File: config.mk
export PLATFORM = sky130hd
export DESIGN_NAME = mem_ram_arbiter
export DESIGN_NICKNAME = d
export VERILOG_FILES = /design/src/rtl/mem_ram_arbiter_pkg.sv /design/src/rtl/mem_ram_arbiter_rr_pick.sv /design/src/rtl/mem_ram_arbiter.sv
export SDC_FILE = /design/constraint.sdc
export NUM_CORES = 1
export LEC_CHECK = 0
export ABC_CLOCK_PERIOD_IN_PS = 2500
export CAP_MARGIN = 20
export CORE_ASPECT_RATIO = 0.7
export CORE_MARGIN = 10
export CORE_UTILIZATION = 41
export CTS_BUF_LIST = sky130_fd_sc_hd__clkbuf_2
export DETAILED_ROUTE_END_ITERATION = 10
export GPL_TIMING_DRIVEN = 0
export HOLD_SLACK_MARGIN = 0.1
export PLACE_DENSITY = 0.88
export SLEW_MARGIN = 10
export SYNTH_ARGS = -nofsm -noshare
export SYNTH_HDL_FRONTEND = slang
export SYNTH_SLANG_ARGS = --single-unit
File: constraint.sdc
create_clock -name clk -period 2.5 [get_ports clk]
set_input_delay 0.625 -clock clk [delete_from_list [all_inputs] [get_ports clk]]
set_output_delay 0.625 -clock clk [all_outputs]
set_load 0.1 [all_outputs]
File: src/rtl/mem_ram_arbiter_pkg.sv
// Shared constants, state encoding and small helpers for the data-RAM arbiter.
package mem_ram_arbiter_pkg;

    localparam int MEM_RAM_WIDTH = 12;
    localparam int ARB_N_REQ     = 3;
    localparam int ARB_TIMEOUT   = 15;

    localparam logic [1:0] REQ_CPU  = 2'd0;
    localparam logic [1:0] REQ_TERM = 2'd1;
    localparam logic [1:0] REQ_CMD  = 2'd2;

    typedef enum logic [1:0] {
        ARB_IDLE    = 2'd0,
        ARB_WAIT    = 2'd1,
        ARB_RELEASE = 2'd2
    } arbState_t;

    function automatic logic [ARB_N_REQ-1:0] oneHot(input logic [1:0] idx);
        oneHot = 3'b001 << idx;
    endfunction

endpackage

File: src/rtl/mem_ram_arbiter_rr_pick.sv
// Combinational round-robin picker for three requesters; the search starts
// one past the last winner and takes the first set request bit.
module rr_pick_3
    import mem_ram_arbiter_pkg::*;
(
    input  logic [ARB_N_REQ-1:0] i_req,
    input  logic [1:0]           i_last,
    output logic                 o_valid,
    output logic [1:0]           o_idx
);

    logic [1:0] w_order [3];

    always_comb begin
        unique case (i_last)
            REQ_CPU: begin
                w_order[0] = REQ_TERM;
                w_order[1] = REQ_CMD;
                w_order[2] = REQ_CPU;
            end
            REQ_TERM: begin
                w_order[0] = REQ_CMD;
                w_order[1] = REQ_CPU;
                w_order[2] = REQ_TERM;
            end
            default: begin
                w_order[0] = REQ_CPU;
                w_order[1] = REQ_TERM;
                w_order[2] = REQ_CMD;
            end
        endcase
        o_valid = |i_req;
        o_idx   = w_order[0];
        // Scan from lowest priority up so the highest-priority hit wins.
        for (int i = 2; i >= 0; i--) begin
            if (i_req[w_order[i]]) begin
                o_idx = w_order[i];
            end
        end
    end

endmodule

File: src/rtl/mem_ram_arbiter.sv
// Shares the single data-RAM port between three requesters: round-robin grant,
// one transaction in flight, finished-flag handshake with a timeout.
module mem_ram_arbiter
    import mem_ram_arbiter_pkg::*;
#(
    parameter int AW      = MEM_RAM_WIDTH,
    parameter int TIMEOUT = ARB_TIMEOUT
) (
    input  logic                   clk,
    input  logic                   clrn,
    input  logic [ARB_N_REQ-1:0]   req,
    input  logic [ARB_N_REQ-1:0]   req_we,
    input  logic [3*AW-1:0]        req_addr,
    input  logic [95:0]            req_wdata,
    output logic [ARB_N_REQ-1:0]   ack,
    output logic [ARB_N_REQ-1:0]   err,
    output logic [31:0]            rdata,
    output logic                   busy,
    output logic [1:0]             grant_id,
    output logic                   mem_re,
    output logic                   mem_we,
    output logic [AW-1:0]          mem_read_addr,
    output logic [AW-1:0]          mem_write_addr,
    output logic [31:0]            mem_write_data,
    input  logic [31:0]            mem_read_data,
    input  logic                   mem_read_finished,
    input  logic                   mem_write_finished
);

    localparam logic [7:0] COUNT_LAST = 8'(TIMEOUT - 1);

    arbState_t              r_state, w_stateNext;
    logic                   r_we, w_weNext;
    logic [AW-1:0]          r_addr, w_addrNext;
    logic [31:0]            r_wdata, w_wdataNext;
    logic [1:0]             r_grantId, w_grantIdNext;
    logic [1:0]             r_lastGrant, w_lastGrantNext;
    logic [7:0]             r_count, w_countNext;
    logic [ARB_N_REQ-1:0]   r_ack, w_ackNext;
    logic [ARB_N_REQ-1:0]   r_err, w_errNext;
    logic [31:0]            r_rdata, w_rdataNext;
    logic                   r_memRe, w_memReNext;
    logic                   r_memWe, w_memWeNext;

    logic                   w_pickValid;
    logic [1:0]             w_pickIdx;
    logic                   w_finished;

    rr_pick_3 u_pick (
        .i_req   (req),
        .i_last  (r_lastGrant),
        .o_valid (w_pickValid),
        .o_idx   (w_pickIdx)
    );

    assign w_finished = r_we ? mem_write_finished : mem_read_finished;

    always_comb begin
        w_stateNext     = r_state;
        w_weNext        = r_we;
        w_addrNext      = r_addr;
        w_wdataNext     = r_wdata;
        w_grantIdNext   = r_grantId;
        w_lastGrantNext = r_lastGrant;
        w_countNext     = r_count;
        w_ackNext       = '0;
        w_errNext       = '0;
        w_rdataNext     = r_rdata;
        w_memReNext     = 1'b0;
        w_memWeNext     = 1'b0;
        unique case (r_state)
            ARB_IDLE: begin
                if (w_pickValid) begin
                    w_stateNext     = ARB_WAIT;
                    w_weNext        = req_we[w_pickIdx];
                    w_addrNext      = req_addr[w_pickIdx*AW +: AW];
                    w_wdataNext     = req_wdata[w_pickIdx*32 +: 32];
                    w_grantIdNext   = w_pickIdx;
                    w_lastGrantNext = w_pickIdx;
                    w_countNext     = '0;
                    w_memReNext     = ~req_we[w_pickIdx];
                    w_memWeNext     = req_we[w_pickIdx];
                end
            end
            ARB_WAIT: begin
                w_memReNext = ~r_we;
                w_memWeNext = r_we;
                if (w_finished) begin
                    w_stateNext = ARB_RELEASE;
                    w_ackNext   = oneHot(r_grantId);
                    w_memReNext = 1'b0;
                    w_memWeNext = 1'b0;
                    if (!r_we) begin
                        w_rdataNext = mem_read_data;
                    end
                end else if (r_count == COUNT_LAST) begin
                    w_stateNext = ARB_RELEASE;
                    w_errNext   = oneHot(r_grantId);
                    w_memReNext = 1'b0;
                    w_memWeNext = 1'b0;
                end else begin
                    w_countNext = r_count + 8'd1;
                end
            end
            ARB_RELEASE: begin
                // Hold off the next issue until the RAM has dropped both flags.
                if (!mem_read_finished && !mem_write_finished) begin
                    w_stateNext = ARB_IDLE;
                end
            end
            default: w_stateNext = ARB_IDLE;
        endcase
    end

    always_ff @(posedge clk) begin
        if (!clrn) begin
            r_state     <= ARB_IDLE;
            r_we        <= 1'b0;
            r_addr      <= '0;
            r_wdata     <= '0;
            r_grantId   <= REQ_CPU;
            r_lastGrant <= REQ_CMD;
            r_count     <= '0;
            r_ack       <= '0;
            r_err       <= '0;
            r_rdata     <= '0;
            r_memRe     <= 1'b0;
            r_memWe     <= 1'b0;
        end else begin
            r_state     <= w_stateNext;
            r_we        <= w_weNext;
            r_addr      <= w_addrNext;
            r_wdata     <= w_wdataNext;
            r_grantId   <= w_grantIdNext;
            r_lastGrant <= w_lastGrantNext;
            r_count     <= w_countNext;
            r_ack       <= w_ackNext;
            r_err       <= w_errNext;
            r_rdata     <= w_rdataNext;
            r_memRe     <= w_memReNext;
            r_memWe     <= w_memWeNext;
        end
    end

    assign ack            = r_ack;
    assign err            = r_err;
    assign rdata          = r_rdata;
    assign busy           = (r_state != ARB_IDLE);
    assign grant_id       = r_grantId;
    assign mem_re         = r_memRe;
    assign mem_we         = r_memWe;
    assign mem_read_addr  = r_addr;
    assign mem_write_addr = r_addr;
    assign mem_write_data = r_wdata;

endmodule

==> impl_metrics.tcl <==
set metrics [dict create \
    crit_fanout 2 \
    area_growth_pct 63.33 \
    mostFrequentLayoutCells "172 x clkdlybuf4s50_1, 98 x dfxtp_1, 68 x nand2_1, 54 x clkbuf_2, 45 x nand3_1" \
    tightest_slew_ps 991.0 \
    antenna_left 0 \
    crit_path_start_kind "flop" \
    hpwlAfterDp_microns 15620 \
    first_pass_iters 8 \
    period_share_pct 97.83 \
    required_ps 1880 \
    worstPathArrival_ps 1820 \
    yosys.area.top_type "dfxtp_1" \
    outcome "finished, final reports clean" \
    cts_tree "yes" \
    pin_count 273 \
    die_area_sq_um 15510 \
    synth_top_flop_cell "dfxtp_1" \
    htree_num_levels 3 \
    drt_wl_total_microns 19450 \
    yosys-top-cells-area "dfxtp_1 44%, mux2i_1 9.9%, nand2_1 5.7%" \
    grt_usage_pct 23.69 \
    die_width_microns 144.7 \
    async_reset_ff_share_pct 0 \
    antenna_found_initial 0 \
    synth-edff-count 0 \
    timing.fmax_ghz 0.4089 \
    worst_hold_startpoint "clrn" \
    grt_pass1_vias 5420 \
    yosysUniqueCellTypes 47 \
    ys_seq_area_share_pct 44.00 \
    nets 959 \
    cts-root-buf "clkbuf_2" \
    hold_path.class "input port to flop" \
    place.gp.congestion 0.8951 \
    power_density_nw_per_um2 780.4 \
    critPathLaunch "mem_write_data[9]" \
    worst-path-buf-inv 1 \
    drc 0 \
    r2r_start "grant_id[0]" \
    path_cells "clkdlybuf4s15_1" \
    grt_pass1_wl_microns 28930 \
    synth_top_area_share_pct 44.00 \
    numCtsBuffers 9 \
    ys_seq_elements 98 \
    hold_viol 0 \
    n_antenna_cell 0 \
    fin_crit_ps 2446 \
    core_area_sq_um 10470 \
    hold_ws_ps 467.4 \
    dr_total_vias 5133 \
    cts.path.max_buffers 2 \
    vdd_drop_max_mv 0.6374 \
    ys_warn_count 0 \
    initial_core_util_pct 42.58 \
    synth_nets 677 \
    row_count 31 \
    cp_slowest_stage_delay_ps 840 \
    slew_headroom_pct 34.19 \
    grt_max_degree 19 \
    p_leak_nw 2.831 \
    post-cts-setup-buffers 0 \
    drive_gt1_share_pct 18.53 \
    cp-end-kind "output pin" \
    critPathTopFamily "buffers and inverters" \
    drv_slew 0 \
    finalPower_w 0.005684 \
    vias_per_cell 5.579 \
    instances_no_fill 920 \
    die_h_microns 107.3 \
    rsz0062_at_grt "false" \
    grt_overflow 0 \
    cpMaxStageDelayCell "clkdlybuf4s15_1" \
    synthCells 501 \
    fin_worst_skew_ps 32.72 \
    clk_pin_slew_ps 280 \
    port_buffers 271 \
    synth_area_sq_um 4459 \
    syn_area_per_cell_sq_um 8.901 \
    cts_sinks 98 \
    cap_viol_max_count 0 \
    mostFrequentLayoutCell "clkdlybuf4s50_1" \
    crit_type "flop to output pin" \
    wl_per_cell_microns 21.14 \
    drtIter0Drc 343 \
    clk_latency_ps 600 \
    setup_viol_count_final 0 \
    post-place-cells 904 \
]
[per-layer routing]
| metal | vias to the layer above | track usage (%) | wire, microns |
|---|---|---|---|
| li1 | 2395 | - | - |
| met1 | 2465 | 25.18 | 7107 |
| met5 | - | 0 | 0 |
| met3 | 36 | 8.730 | 1824 |
| met2 | 237 | 42.50 | 10070 |
| met4 | 0 | 7.842 | 443 |
[area by class of cell]
class / count / area, sq um
plain buffers: 54 / 307.8
clock inverters: 7 / 85.08
clock buffers: 9 / 45.04
well taps: 132 / 165.2
fillers: 799 / 3189
multi-input cells: 342 / 2163
repair buffers: 271 / 2529
inverters: 7 / 26.28
flip-flops and latches: 98 / 1962
[through the flow]
| stage | setup WS [ps] | TNS [ps] | util (%) | cell area, sq um |
|---|---|---|---|---|
| after detailed placement | -195.0 | -5014 | 70.06 | 7337 |
| after global routing | 2.111 | 0 | 69.55 | 7283 |
| after floorplan | 501.2 | 0 | - | 4459 |
| final | 54.22 | 0 | 69.55 | 7283 |
| after CTS | 0.08682 | 0 | 71.48 | 7486 |
| after global placement | -144.8 | -3033 | 70.06 | 7337 |
[path summary, 6_finish.rpt]
kind	endpoint	slack, ps	cells past startpoint
worst max-delay path	mem_write_data[9]	50	1
worst min-delay path	mem_read_addr[9]	470	3
worst max register to register	mem_write_data[23]	530	6
worst min register to register	rdata[3]	470	2
[cell families after synthesis]
| logic type | count (synthesis) | share of synthesized area [%] |
|---|---|---|
| AO/OA/AOI/OAI | 135 | 20.57 |
| flip-flops | 98 | 44.00 |
| AND/OR/NAND/NOR | 159 | 16.98 |
| adder cells (fa/ha/maj) | 2 | 0.5611 |
| multiplexers | 45 | 10.21 |
| XOR/XNOR | 1 | 0.1964 |
| buffers and inverters | 61 | 7.492 |
[sequential cells by signal (all words and copies together) (netlist names)]
signal and flops:
ack 3, mem_write_data 32, r_lastGrant 1, r_we 1, err 3, r_state 2, mem_read_addr 12, mem_we 1
grant_id 2, mem_re 1, r_count 8, rdata 32
[report_power, final]
part           total (W)  switching [W]  internal (W)
clock network   0.000842       0.000593      0.000249
logic            0.00295        0.00218      0.000773
registers        0.00189       0.000139       0.00175
[tightest hold or removal path: cells and delay by family]
family	cells	cell delay (ps)
compound gates	1	100
simple gates	1	130
buf+inv	1	180
[synth_stat cells, drive strengths merged (3+ instances only)]
| cell | number |
|---|---|
| nor3 | 4 |
| mux2i | 44 |
| a21oi | 41 |
| clkbuf | 20 |
| o21ai | 34 |
| and3 | 3 |
| o31ai | 4 |
| nand3 | 45 |
| o221ai | 19 |
| buf | 34 |
| nand2 | 69 |
| inv | 7 |
| nand2b | 5 |
| a32oi | 26 |
| or4 | 5 |
| nor2 | 13 |
| dfxtp | 98 |
[repair_timing]
action | 4_1_cts | 5_1_grt
endpoints found under the hold margin | 0 | 0
gates resized for setup | 224 | 63
setup endpoints to repair | 99 | 57
hold buffers | 0 | 0
cloned | 0 | 0
Power figures use the tool's default switching activity.
==> RTL edit: new RTL, same settings <==
`MEM_RAM_WIDTH`: 12 -> 8.
--- a/src/rtl/mem_ram_arbiter_pkg.sv
+++ b/src/rtl/mem_ram_arbiter_pkg.sv
@@ -1,7 +1,7 @@
 // Shared constants, state encoding and small helpers for the data-RAM arbiter.
 package mem_ram_arbiter_pkg;
 
-    localparam int MEM_RAM_WIDTH = 12;
+    localparam int MEM_RAM_WIDTH = 8;
     localparam int ARB_N_REQ     = 3;
     localparam int ARB_TIMEOUT   = 15;
 
Ports: changed (resized mem_read_addr, mem_write_addr and req_addr); port bits go from 273 to 253. The function was not compared with the original's and may differ.
==> RTL edit against the unedited design <==
- via count down 14%
- synthesized area shrank 7.9%
- sequential cell count decreased by 4
- final area shrank 8.7%
- hold slack better by 0.0067 ns
- worst setup slack better by 0.023 ns
- total power down 14%
- die area down 6.7%
- maximum frequency increased by 0.96%
- wire length fell by 16%
- synthesized cell count is 10% lower
- cell count is 8.0% lower
==> RTL edit: results (changes against the unedited design) <==
status: "finished clean"  # unchanged
grtUsageMet3_pct: 10.8  # was 8.73%
cts_resized: 195  # was 224
worst_path_largest_cell_delay_ns: 0.87  # was 0.84 ns
worstPathMaxFanout: 1  # was 2
powerDensity_nw_per_um2: 731  # was 780 nW/um^2
dr.first_iter.drc_count: 250  # was 343
first_pass_iters: 4  # was 8
grt_pass1_vias: 4828  # was 5420
synthXorXnorAreaFrac_pct: 0.213  # was 0.196%
routed_wl_um: 16400  # was 19400 um
synth_ff_type: "dfxtp_1"  # unchanged
numPortBuffers: 252  # was 271
hold_path_class: "reg -> reg"  # was in -> reg
ys_types: 40  # was 47
ys_top_cells_by_area: "dfxtp_1, mux2i_1, a32oi_1"  # was dfxtp_1, mux2i_1, nand2_1
seq_area_frac_synth_pct: 45.8  # was 44.0%
whs_path_depth: 2  # was 3
synth-compound-area-share_pct: 23.7  # was 20.6%
globalplace.congestion: 0.906  # was 0.895
cp-startpoint: "mem_re$_SDFF_PN0_"  # was mem_write_data[9]$_SDFFE_PN0P_
synth_top_cells_by_count: "dfxtp_1, nand2_1, a32oi_1, mux2i_1, o21ai_1"  # was dfxtp_1, nand2_1, nand3_1, mux2i_1, a21oi_1
synth_nets: 613  # was 677
worstSkewPairLatency_ns: 0.57  # was 0.60 ns
dp_hpwl_um: 13400  # was 15600 um
synth_fa_ha_area_share_pct: 0.610  # was 0.561%
max-vdd-ir-drop_v: 0.000415  # was 0.000637 V
syn_area_per_cell_um2: 9.14  # was 8.90 um^2
finalNetCount: 876  # was 959
fillers: 772  # was 799
grtUsageTotal_pct: 21.8  # was 23.7%
placed_area_um2: 6790  # was 7340 um^2
grt_max_degree: 18  # was 19
met1_usage_pct: 22.0  # was 25.2%
muxShareOfSynthArea_pct: 10.4  # was 10.2%
placed_cells: 829  # was 904
worst_slew_margin_rel_pct: 34.5  # was 34.2%
skew_ns: 0.0271  # was 0.0327 ns
slowest_stage: "dlygate4sd2_1"  # was clkdlybuf4s15_1
grt_antenna_before_repair: 1  # was 0
vias: 4440  # was 5133
rr_worst_depth: 5  # was 6
use_met2_pct: 38.3  # was 42.5%
drt-vias-per-instance: 5.25  # was 5.58
drive_gt1_share_pct: 19.0  # was 18.5%
grt_pass1_wl_um: 25900  # was 28900 um
arrival_ns: 1.80  # was 1.82 ns
hold_path_startpoint: "rdata[24]$_SDFFE_PN0P_"  # was clrn
leakage_nw: 2.69  # was 2.83 nW
-- RTL edit: cell count changes after synthesis, moves of 4 or more --
| cell | before | now |
|---|---|---|
| a32oi_1 | 25 | 43 |
| a21oi_1 | 40 | 35 |
| nand3_1 | 45 | 9 |
| dfxtp_1 | 98 | 94 |
| o21ai_1 | 30 | 40 |
| buf_4 | 18 | 9 |
| o221ai_1 | 19 | 0 |
-- RTL edit: kinds of logic (layout without fill, tap and decap cells) --
logic type,after synthesis,count (layout)
and+or+nand+nor,114,114
muxes,42,42
xor gates and xnor gates,1,1
AOI/OAI and AO/OA,144,144
DFF,94,94
buffers and inverters,52,320
adders and majority gates,2,2
other,0,1
-- RTL edit: worst paths after layout --
check / endpoint / slack [ns]
min: rdata[24]$_SDFFE_PN0P_ / 0.47
max reg2reg: mem_write_data[1]$_SDFFE_PN0P_ / 0.65
min reg2reg: rdata[24]$_SDFFE_PN0P_ / 0.47
max: mem_re / 0.08
-- RTL edit: area by class of cell --
class                      instances  area share [%]
antenna                            1          0.0376
clock buffer                      10           0.752
multi-input combinational        303            29.3
tap                              128            2.41
sequential                        94            28.3
buffer                            44            3.67
clock inverter                     6           0.809
timing repair buffer             252            34.3
inverter                           8           0.451
-- RTL edit: power by group --
group	internal, mW	switching (mW)
sequential	1.66	0.108
clock	0.155	0.559
combinational	0.635	1.74
-- RTL edit: through the flow --
step / setup WS [ns] / power [mW]
after global placement: -0.0957 / 4.25
after detailed placement: -0.113 / 4.29
after global routing: 0.00358 / 5.07
after CTS: 0.000289 / 4.92
after floorplan: 0.501 / 3.52
final: 0.0775 / 4.86
-- RTL edit: routing by layer --
layer  vias to the layer above  part of all wire [%]  routed length (um)
li1                       2164                     -                   -
met2                       184                    50                8150
met5                         -                     0                   0
met4                         0                   2.0                 324
met3                        21                    11                1770
met1                      2071                    38                6150
